File: config.mk
export PLATFORM = sky130hd
export DESIGN_NAME = fft_bfly_addr_gen
export DESIGN_NICKNAME = d
export VERILOG_FILES = /design/src/rtl/fft_pkg.sv /design/src/rtl/fft_ctrl_delay.sv /design/src/rtl/fft_bfly_addr_gen.sv
export SDC_FILE = /design/constraint.sdc
export NUM_CORES = 1
export LEC_CHECK = 0
export ABC_AREA = 1
export BUFFER_PORTS_ARGS = -buffer_cell sky130_fd_sc_hd__buf_4
export CELL_PAD_IN_SITES_DETAIL_PLACEMENT = 1
export CELL_PAD_IN_SITES_GLOBAL_PLACEMENT = 1
export CORE_MARGIN = 1
export CORE_UTILIZATION = 38
export DETAILED_ROUTE_END_ITERATION = 12
export MAX_ROUTING_LAYER = met4
export PLACE_DENSITY_LB_ADDON = 0.2
export SLEW_MARGIN = 20
export SYNTH_ARGS = -nofsm -noshare
export SYNTH_HDL_FRONTEND = slang
export SYNTH_HIERARCHICAL = 1
export SYNTH_SLANG_ARGS = --single-unit
File: constraint.sdc
create_clock -name clk -period 3.55 [get_ports clk]
set_input_delay 0.355 -clock clk [delete_from_list [all_inputs] [get_ports clk]]
set_output_delay 0.355 -clock clk [all_outputs]
set_load 0.03 [all_outputs]
File: src/rtl/fft_pkg.sv
// ----------------------------------------------------------------------------
// fft_pkg
//   Shared definitions for the radix-2 burst FFT engine control path:
//   sequencer FSM state encoding, width of the length/level fields, and the
//   per-level drain length used between butterfly levels.
// ----------------------------------------------------------------------------
package fft_pkg;

    // Width of fft_len_log2 and of the level counter.
    localparam int LEN_W = 4;

    typedef enum logic [1:0] {
        ST_IDLE,
        ST_RUN,
        ST_DRAIN,
        ST_DONE
    } fft_state_t;

    // Cycles to wait after the last read of a level so its results are
    // written back before the next level reads them.
    function automatic int drain_len(input int rd_lat, input int bf_lat, input int wr_lat);
        return rd_lat + bf_lat + wr_lat;
    endfunction

endpackage

File: src/rtl/fft_ctrl_delay.sv
// ----------------------------------------------------------------------------
// fft_ctrl_delay
//   DEPTH-stage register pipeline for control strobes, used to align control
//   with RAM/ROM read data. Asynchronous active-low reset clears every stage.
//
// Ports:
//   clk    in   clock
//   rst_n  in   asynchronous active-low reset
//   d      in   WIDTH  pipeline input
//   q      out  WIDTH  input delayed by DEPTH cycles
// ----------------------------------------------------------------------------
module fft_ctrl_delay #(
    parameter int WIDTH = 1,
    parameter int DEPTH = 2
) (
    input  logic             clk,
    input  logic             rst_n,
    input  logic [WIDTH-1:0] d,
    output logic [WIDTH-1:0] q
);

    logic [WIDTH-1:0] pipe [DEPTH];

    always_ff @(posedge clk or negedge rst_n) begin
        if (!rst_n) begin
            for (int unsigned i = 0; i < DEPTH; i++) begin
                pipe[i] <= '0;
            end
        end else begin
            pipe[0] <= d;
            for (int unsigned i = 1; i < DEPTH; i++) begin
                pipe[i] <= pipe[i-1];
            end
        end
    end

    assign q = pipe[DEPTH-1];

endmodule

File: src/rtl/fft_bfly_addr_gen.sv
// ----------------------------------------------------------------------------
// fft_bfly_addr_gen
//   Read-side sequencer of the in-place radix-2 DIT burst FFT. Walks every
//   level s and butterfly k of an N = 2^L point transform (input already
//   bit-reversed in RAM), issues A/B data-RAM and twiddle-ROM addresses, and
//   delays the control strobes by RAM_RD_LAT so they meet the read data at
//   the butterfly. Each level is followed by a drain so writeback completes
//   before the next level reads.
//
// Optional macro FFT_ADDR_GEN_IFFT_EN adds the ifft input and the
// twiddle_conj output (ifft sampled at start, aligned with mult_en).
//
// Ports:
//   clk, rst_n       clock, asynchronous active-low reset
//   start            start pulse, accepted in IDLE only
//   fft_len_log2[4]  L, sampled on accepted start (legal 1..ADDR_WIDTH)
//   stall            holds issue of new reads while in RUN
//   ifft             (macro only) inverse transform select
//   busy             high while the transform is in progress
//   done             one-cycle pulse after the final drain
//   cfg_err          one-cycle pulse when start carries an illegal L
//   rd_en            read strobe
//   rd_addr_a/b      A/B operand addresses
//   twiddle_addr     twiddle ROM index (N_max/2 entries)
//   mult_en          rd_en delayed RAM_RD_LAT
//   fft_i_index      rd_addr_a delayed RAM_RD_LAT
//   first_lev_s      level==0 delayed RAM_RD_LAT
//   level_o          level delayed RAM_RD_LAT
//   twiddle_conj     (macro only) ifft delayed RAM_RD_LAT
// ----------------------------------------------------------------------------
module fft_bfly_addr_gen
    import fft_pkg::*;
#(
    parameter int ADDR_WIDTH    = 10,
    parameter int RAM_RD_LAT    = 2,
    parameter int BUTTERFLY_LAT = 1,
    parameter int WR_LAT        = 1
) (
    input  logic                  clk,
    input  logic                  rst_n,
    input  logic                  start,
    input  logic [LEN_W-1:0]      fft_len_log2,
    input  logic                  stall,
`ifdef FFT_ADDR_GEN_IFFT_EN
    input  logic                  ifft,
    output logic                  twiddle_conj,
`endif
    output logic                  busy,
    output logic                  done,
    output logic                  cfg_err,
    output logic                  rd_en,
    output logic [ADDR_WIDTH-1:0] rd_addr_a,
    output logic [ADDR_WIDTH-1:0] rd_addr_b,
    output logic [ADDR_WIDTH-2:0] twiddle_addr,
    output logic                  mult_en,
    output logic [ADDR_WIDTH-1:0] fft_i_index,
    output logic                  first_lev_s,
    output logic [LEN_W-1:0]      level_o
);

    localparam int DRAIN_CYC = drain_len(RAM_RD_LAT, BUTTERFLY_LAT, WR_LAT);
    localparam int CNT_W     = $clog2(DRAIN_CYC + 1);
    localparam int KW        = ADDR_WIDTH - 1;
    localparam logic [LEN_W-1:0] MAX_L = LEN_W'(ADDR_WIDTH);
    localparam logic [LEN_W-1:0] TW_SH = LEN_W'(ADDR_WIDTH - 1);

    fft_state_t       state, state_n;
    logic [LEN_W-1:0] len, len_n;
    logic [LEN_W-1:0] lev, lev_n;
    logic [KW-1:0]    k, k_n;
    logic [CNT_W-1:0] cnt, cnt_n;
    logic             conj, conj_n;

    logic                  len_ok, last_k, last_lev;
    logic [ADDR_WIDTH-1:0] k_ext, span, j, addr_a, addr_b, half_m1;
    logic [ADDR_WIDTH-2:0] tw;

    // ------------------------------------------------------------------
    // Address arithmetic from registered level/butterfly counters
    // ------------------------------------------------------------------
    always_comb begin
        k_ext   = {1'b0, k};
        span    = ADDR_WIDTH'(1) << lev;
        j       = k_ext & (span - ADDR_WIDTH'(1));
        addr_a  = ((k_ext >> lev) << (lev + 4'd1)) | j;
        addr_b  = addr_a + span;
        tw      = j[ADDR_WIDTH-2:0] << (TW_SH - lev);
        half_m1 = (ADDR_WIDTH'(1) << (len - 4'd1)) - ADDR_WIDTH'(1);
        last_k  = (k_ext == half_m1);
        last_lev = (lev == len - 4'd1);
        len_ok  = (fft_len_log2 != '0) && (fft_len_log2 <= MAX_L);
    end

    // ------------------------------------------------------------------
    // FSM: state and counters register
    // ------------------------------------------------------------------
    always_ff @(posedge clk or negedge rst_n) begin
        if (!rst_n) begin
            state <= ST_IDLE;
            len   <= '0;
            lev   <= '0;
            k     <= '0;
            cnt   <= '0;
            conj  <= 1'b0;
        end else begin
            state <= state_n;
            len   <= len_n;
            lev   <= lev_n;
            k     <= k_n;
            cnt   <= cnt_n;
            conj  <= conj_n;
        end
    end

    // ------------------------------------------------------------------
    // FSM: next state and outputs
    // ------------------------------------------------------------------
    always_comb begin
        state_n = state;
        len_n   = len;
        lev_n   = lev;
        k_n     = k;
        cnt_n   = cnt;
        conj_n  = conj;
        rd_en   = 1'b0;
        busy    = 1'b0;
        done    = 1'b0;
        cfg_err = 1'b0;

        unique case (state)
            ST_IDLE: begin
                if (start) begin
                    if (len_ok) begin
                        state_n = ST_RUN;
                        len_n   = fft_len_log2;
                        lev_n   = '0;
                        k_n     = '0;
`ifdef FFT_ADDR_GEN_IFFT_EN
                        conj_n  = ifft;
`else
                        conj_n  = 1'b0;
`endif
                    end else begin
                        cfg_err = 1'b1;
                    end
                end
            end
            ST_RUN: begin
                busy = 1'b1;
                if (!stall) begin
                    rd_en = 1'b1;
                    if (last_k) begin
                        state_n = ST_DRAIN;
                        k_n     = '0;
                        cnt_n   = CNT_W'(DRAIN_CYC - 1);
                    end else begin
                        k_n = k + 1'b1;
                    end
                end
            end
            ST_DRAIN: begin
                busy = 1'b1;
                if (cnt == '0) begin
                    if (last_lev) begin
                        state_n = ST_DONE;
                    end else begin
                        state_n = ST_RUN;
                        lev_n   = lev + 4'd1;
                        k_n     = '0;
                    end
                end else begin
                    cnt_n = cnt - 1'b1;
                end
            end
            ST_DONE: begin
                done    = 1'b1;
                state_n = ST_IDLE;
            end
            default: state_n = ST_IDLE;
        endcase
    end

    // Addresses are forced to zero when no read is issued so idle/reset
    // outputs stay at zero and the delay line only ever carries real reads.
    assign rd_addr_a    = rd_en ? addr_a : '0;
    assign rd_addr_b    = rd_en ? addr_b : '0;
    assign twiddle_addr = rd_en ? tw     : '0;

    // ------------------------------------------------------------------
    // Control delay line aligned with RAM/ROM read latency
    // ------------------------------------------------------------------
`ifdef FFT_ADDR_GEN_IFFT_EN
    localparam int PIPE_W = ADDR_WIDTH + LEN_W + 3;
`else
    localparam int PIPE_W = ADDR_WIDTH + LEN_W + 2;
`endif

    logic [PIPE_W-1:0] pipe_in, pipe_out;

`ifdef FFT_ADDR_GEN_IFFT_EN
    assign pipe_in = rd_en ? {conj, 1'b1, addr_a, (lev == '0), lev} : '0;
    assign {twiddle_conj, mult_en, fft_i_index, first_lev_s, level_o} = pipe_out;
`else
    assign pipe_in = rd_en ? {1'b1, addr_a, (lev == '0), lev} : '0;
    assign {mult_en, fft_i_index, first_lev_s, level_o} = pipe_out;
`endif

    fft_ctrl_delay #(
        .WIDTH (PIPE_W),
        .DEPTH (RAM_RD_LAT)
    ) u_ctrl_delay (
        .clk   (clk),
        .rst_n (rst_n),
        .d     (pipe_in),
        .q     (pipe_out)
    );

endmodule

==> run metrics <==
hpwl dp between 10 and 15 mm; Die Width about 110 um; die area ~13000 sq um; Clock transition at path regs approximately 0.080 ns; fillcell total 1508; final setup margin -0.3327 ns; simple-gate share of the synthesized area 0.3286; remaining design rule violation count 0; area growth from synthesis to layout 36.32%; Worst-Margin Slew 0.7867 ns; Multi-input gate area between 3000 and 4000 sq um; largest net degree at the start of global routing 55; post-synthesis mux area share 0.008845; Synth Area in Adders 0.08470; crit end category output pin; syn nets roughly 730; combinational family with the most area after synthesis simple AND/OR/NAND/NOR gates; cell area after synthesis about 4700 sq um; hold buffer count at CTS 0; Slew Limit Headroom 0.4715; sequential area share after synthesis 0.2895; XOR/XNOR Fraction of Synth Area 0.04476; Tightest Hold Check Type in -> async; Synth area leader dfrtp_1; peak supply drop 284.9 uV; hold slack 0.1090 ns; first-pass GRT wire length approximately 26 mm; Ant. Diodes 0; Synth top cells by count 165 x nand2_1, 88 x nand3_1, 81 x inv_1, 74 x nor2_1, 54 x dfrtp_1; vias around 5200; Worst Skew around 0.0067 ns; I/O pin count 57; Rows 40; reg-to-reg slack, setup 0.29 ns; Synth Area in Compound Gates 0.1085; Crit Path Max Fanout 4; Post-synth ARST share 1.000; crit path launch lev[1]; Place WS -0.1908 ns; post-route cell area 6364 sq um; register area about 1400 sq um; Clock Path Buffers 2; Routed Antenna Nets 0; dpl cell area around 5300 sq um; Port Buffer Count 56; Final #Nets around 820; Pwr per Cell Area ~740 nW/um^2; Reg2Reg Capture Point cnt[1]; clk_lat worst skew 0.31 ns; Synth Warn # 6; Final Hold Viols 0; run status complete, but fails checks; CTS tree built; fin crit share 1.094; Crit path required time between 3 and 4 ns; worst path arrival time approximately 3.5 ns; worst r2r src len[1]; Setup violations, final 8; Fmax about 0.26 GHz; chip height 112.8 um; layout cells sized above 1 0.3572; failing checks setup timing; cell with the most instances after synthesis nand2_1; maximum capacitance violations 0; Seq cells post-synth between 50 and 60; Synth Flop Type dfrtp_1; Pre-antenna DRT Iters 5; RSZ-0062 raised after global routing true; mean area per synthesized cell 6.766 sq um; total track usage 0.2682; global route overflow 0; H-Tree Depth 2; Iter 0 DRT Violations 302; cell count after synthesis 690; Wirelength per Cell 20.81 um; Leak around 0.0031 uW; final wirelength a little under 20 mm; Initial Utilization 0.3886; Vias/cell around 5.6; EDFF count, synth 0; PnR Total Power 4729 uW; vias in the first global route 5065; r2r worst-path depth 20; fin. max-slew vios 0; initial antenna violation count 0; min cycle time layout around 3.9 ns; CP Class reg -> out; CTS Buf Count 5; Final Wtd Congestion a little under 1; Worst setup SP type flop; clock root buffer clkbuf_16; post-synth top area share 0.2895; Core Area 12010 sq um; clock sink count 54; ranking of synthesized cells by area dfrtp_1 29%, nand2_1 13%, nand3_1 9.4%; Synth cell types between 40 and 50
## stage by stage
stage                      TNS, ns  std cells    util
after floorplan           -0.02694        690       -
after global placement     -0.2351        887  0.4419
after detailed placement   -0.2972        887  0.4419
after CTS                 -0.01788        906  0.4843
after global routing        -2.646        928  0.5298
final                       -1.631        928  0.5298
## timing repair
| item | CTS | global route |
|---|---|---|
| gates resized for setup | 73 | 94 |
| pin swaps | 24 | 44 |
| gates cloned | 0 | 0 |
| setup endpoints to repair | 6 | 13 |
| buffers inserted | 11 | 22 |
## flip-flops by register name, indices dropped and copies added, names as in the netlist
name,count
state,2
lev,4
u_ctrl_delay/pipe,16
cnt,3
u_ctrl_delay/q,16
k,9
len,4
## layout by cell type, fill, tap and decap left out, drive strengths merged, types with 5 or more instances in the layout
cell	count
nor2	75
inv	84
o22ai	10
nor3	10
o21ai	27
nand2	168
nand3	89
clkbuf	5
buf	131
dfrtp	54
xor2	18
a21oi	36
ha	30
nand4	9
## critical path: stages (launching register included)
cell and delay (ns):
dfrtp_1 0.44, inv_2 0.17, ha_4 0.18, inv_4 0.05, nor2_2 0.17, inv_2 0.07
ha_4 0.18, or2_2 0.31, nand3_2 0.10, nand2_2 0.12, ha_4 0.32, nand3_1 0.10
and2_4 0.18, inv_2 0.06, nand3_2 0.10, nand2_2 0.12, nand3_2 0.13, nand3_2 0.11
nand2_2 0.08, nor2_4 0.08, buf_6 0.13
## where the power goes
part | switching, uW | leakage, uW | total [uW] | internal (uW)
logic | 2140 | 0.00232 | 3340 | 1200
clock network | 264 | 0.0000763 | 535 | 271
registers | 116 | 0.000728 | 855 | 740
total | 2520 | 0.00312 | 4730 | 2210
## cell type report
class | count | share of cell area
tap | 147 | 0.02890
inverter | 85 | 0.05289
sequential | 54 | 0.2129
multi-input combinational | 503 | 0.5189
clock buffer | 5 | 0.01966
timing repair buffer | 131 | 0.1622
clock inverter | 3 | 0.004522
## worst max-delay path by stage
stage	to	slack, ns	cells past startpoint
2_1_floorplan	rd_addr_b[9]	-0.03	21
3_3_place_gp	rd_addr_b[9]	-0.17	19
3_5_place_dp	rd_addr_b[9]	-0.19	19
4_1_cts	rd_addr_b[9]	-0.01	20
5_1_grt	rd_addr_b[9]	-0.46	20
6_report	rd_addr_b[9]	-0.33	20
## per-layer routing
metal / vias up / track usage / share of wire
met1: 2567 / 0.3244 / 0.39
met5: - / - / 0
met2: 180 / 0.4490 / 0.50
met3: 69 / 0.03803 / 0.052
li1: 2387 / - / -
met4: 0 / 0.1111 / 0.053
## cell families (layout without fill, tap and decap cells)
family	count (synthesis)	in the layout
AOI/OAI and AO/OA	90	90
and+or+nand+nor	358	358
xor gates and xnor gates	20	20
adders and majority gates	31	31
muxes	4	4
buffers and inverters	133	224
DFF	54	54
Power figures use the tool's default switching activity.
